### src/rtl/full_adder.sv
`default_nettype none
// ============================================================================
// Module      : full_adder
// Description : 1-bit full adder with combinational sum/carry outputs and a
//               registered result stage. In serial mode the registered carry
//               is fed back as carry-in, forming an LSB-first bit-serial adder.
// Revision    : 1.0 - initial release
// ============================================================================
module full_adder (
    input  logic clk,
    input  logic rst,
    input  logic a,
    input  logic b,
    input  logic c,
    input  logic en,
    input  logic serial,
    output logic sum,
    output logic carry,
    output logic sum_q,
    output logic carry_q,
    output logic valid_q
);

    logic r_sum_q;
    logic r_carry_q;
    logic r_valid_q;

    logic w_ci;
    logic w_sum_next;
    logic w_carry_next;

    // Combinational adder: always uses the c port, never the registered carry.
    always_comb begin
        sum   = a ^ b ^ c;
        carry = (a & b) | (a & c) | (b & c);
    end

    // Effective carry-in for the registered stage; the feedback path comes
    // from a flop, so serial mode introduces no combinational loop.
    always_comb begin
        w_ci         = serial ? r_carry_q : c;
        w_sum_next   = a ^ b ^ w_ci;
        w_carry_next = (a & b) | (a & w_ci) | (b & w_ci);
    end

    // Result registers: reset dominates enable; disabled cycles hold state.
    always_ff @(posedge clk) begin
        if (rst) begin
            r_sum_q   <= 1'b0;
            r_carry_q <= 1'b0;
            r_valid_q <= 1'b0;
        end else if (en) begin
            r_sum_q   <= w_sum_next;
            r_carry_q <= w_carry_next;
            r_valid_q <= 1'b1;
        end
    end

    assign sum_q   = r_sum_q;
    assign carry_q = r_carry_q;
    assign valid_q = r_valid_q;

endmodule
`default_nettype wire

### config.mk
export PLATFORM = sky130hd
export DESIGN_NAME = full_adder
export DESIGN_NICKNAME = d
export VERILOG_FILES = /design/src/rtl/full_adder.sv
export SDC_FILE = /design/constraint.sdc
export NUM_CORES = 1
export LEC_CHECK = 0
export CAP_MARGIN = 20
export CORE_AREA = 10 10 47 49
export CTS_CLUSTER_DIAMETER = 40
export CTS_CLUSTER_SIZE = 24
export DETAILED_ROUTE_END_ITERATION = 6
export DIE_AREA = 0 0 57 59
export GPL_TIMING_DRIVEN = 0
export PLACE_DENSITY = 0.34
export SLEW_MARGIN = 30
export SYNTH_ARGS = -nofsm -noshare
export SYNTH_HDL_FRONTEND = slang
export SYNTH_SLANG_ARGS = --single-unit
export TNS_END_PERCENT = 5
### constraint.sdc
create_clock -name clk -period 3.65 [get_ports clk]
set_input_delay 1.095 -clock clk [delete_from_list [all_inputs] [get_ports clk]]
set_output_delay 1.095 -clock clk [all_outputs]
set_load 0.05 [all_outputs]
==> impl_metrics.tcl <==
set metrics [dict create \
    tritoncts "done" \
    port_buffers 11 \
    postSynthAreaPerCell_sq_um 12.2 \
    place_area_sq_um 277 \
    cts_made_buffers 3 \
    drive_gt1_share_pct 18.5 \
    dieHeight_microns 59 \
    timing.slew.headroom_pct 66.2 \
    critical_path_class "primary input to primary output" \
    vias 149 \
    drtAntennaViolNets 0 \
    cp-end-kind "primary output" \
    leakagePower_nw 0.122 \
    clockBufferDepth 2 \
    pre_cts_slack_ns -0.409 \
    critPathMaxFanout 2 \
    die_x_microns 57 \
    ys.flop_type "dfxtp_1" \
    grt_pass1_wl_microns 814 \
    synthTopCellsByArea "dfxtp_1 41%, fa_1 27%, mux2i_1 14%" \
    core_region_area_sq_um 1400 \
    row_count 14 \
    overflow 0 \
    worst_slack_ns 0.117 \
    outcome "complete, no violations" \
    nNetsFinal 37 \
    required_ns 2.55 \
    postSynth.asyncResetShare_pct 0 \
    dieArea_sq_um 3360 \
    synthTopCellsByCount "4 x nor2_1, 3 x dfxtp_1, 2 x fa_1, 2 x mux2i_1, 1 x mux2_2" \
    fin_crit_sh_pct 96.8 \
    power_w 0.000139 \
    grt_max_degree 4 \
    track_usage_pct 3.52 \
    cts_num_sinks 3 \
    worst_ir_drop_vdd_mv 0.162 \
    finalCriticalPeriod_ns 3.53 \
    clk_latency_ns 0.23 \
    routed_via_density 3.47 \
    synth_edf_count 0 \
    setup_viol 0 \
    root_buffer "clkbuf_4" \
    cp-start-kind "primary input" \
    synth-seq-cells 3 \
    max-cap-violations 0 \
    cp.arrival_ns 2.44 \
    synth_cell_types 5 \
    hold_slack_ns 0.472 \
    tightest_slew_ns 0.505 \
    synthToLayoutAreaGrowth_pct 103 \
    fillCellCount 155 \
    gp_congestion 0.722 \
    synth_area_leader_cell "dfxtp_1" \
    skew_ns 0.00274 \
    ios 12 \
    powerDensity_nw_per_um2 468 \
    synthCells 12 \
    ys_warn_count 0 \
    fmax_mhz 283 \
    synth_top_area_share_pct 41.0 \
    synthesis.area_sq_um 146 \
    synth_most_common_cell "nor2_1" \
    grt_pass1_vias 170 \
    final_area_sq_um 297 \
    wire_per_inst_microns 11.3 \
    maxSlewViolCount 0 \
    clk_pin_slew_worst_paths_ns 0.04 \
    n_antenna_cell 0 \
    antenna_found_initial 0 \
    htreeDepth 1 \
    post-route-drc-count 0 \
    drt_wl_total_microns 486 \
    final_hold_viol_count 0 \
    first_pass_iters 1 \
    initial_core_util_pct 10.4 \
    ys_seq_area_share_pct 41.0 \
    rsz0062_at_grt "false" \
    drt_iter0_drc 0 \
    synth_fp_nets 21 \
    hp-class "register to register" \
]
## metal layers
metal / vias up / share of wire, % / GRT usage [%]
li1: 68 / - / -
met1: 67 / 47 / 3.49
met2: 12 / 31 / 3.26
met3: 2 / 20 / 3.43
met4: 0 / 1.0 / 5.03
met5: - / 0 / 0
## sequential cells by signal, summed over array words and instances, names as in the netlist
signal,cells
sum_q,1
carry_q,1
valid_q,1
## cells by family (layout without fill, tap and decap cells)
| kind of cell | after synthesis | count (layout) | share of synthesized area [%] |
|---|---|---|---|
| buf+inv | 0 | 15 | 0 |
| fa+ha+maj | 2 | 2 | 27.4 |
| simple gates | 4 | 4 | 10.3 |
| mux | 3 | 3 | 21.4 |
| flops | 3 | 3 | 41.0 |
## worst paths after layout
kind	slack (ns)	cells after the start	endpoint	from
max	0.12	3	carry	a
min	0.47	2	valid_q	valid_q
max reg2reg	2.31	4	sum_q	carry_q
min reg2reg	0.47	2	valid_q	valid_q
## cell type report
type	count	area [sq um]	share of cell area (%)
repair buffers	11	104	35.0
flip-flops and latches	3	60.1	20.3
clock buffers	4	26.3	8.86
multi-input cells	9	86.3	29.1
well taps	16	20.0	6.75
## critical path, cell delays in order
cell	delay [ns]
clkdlybuf4s50_1	0.48
fa_1	0.43
dlygate4sd2_1	0.43
## repair_timing
item / CTS / global route
endpoints found under the setup margin: 2 / 1
resized for setup: 4 / 2
hold buffers: 0 / 0
setup buffers: 0 / 0
## placed cells by master, fill, tap and decap left out
master and instances:
clkdlybuf4s50_1 9, nor2_1 4, dfxtp_1 3, clkbuf_4 3
mux2i_1 2, fa_1 2, mux2_2 1, clkbuf_1 1
dlygate4sd2_1 1, buf_2 1
## stage by stage
step / util [%] / instances / TNS (ns)
after global routing: 21.2 / 43 / 0
after CTS: 21.6 / 43 / 0
after floorplan: - / 12 / 0
after global placement: 19.7 / 39 / -0.574
after detailed placement: 19.7 / 39 / -0.601
final: 21.2 / 43 / 0
## where the power goes
part	internal (W)	switching, W	total (W)
logic	0.0000167	0.0000275	0.0000443
clock network	0.0000409	0.0000165	0.0000574
registers	0.0000357	0.00000147	0.0000372
Power figures use the tool's default switching activity.
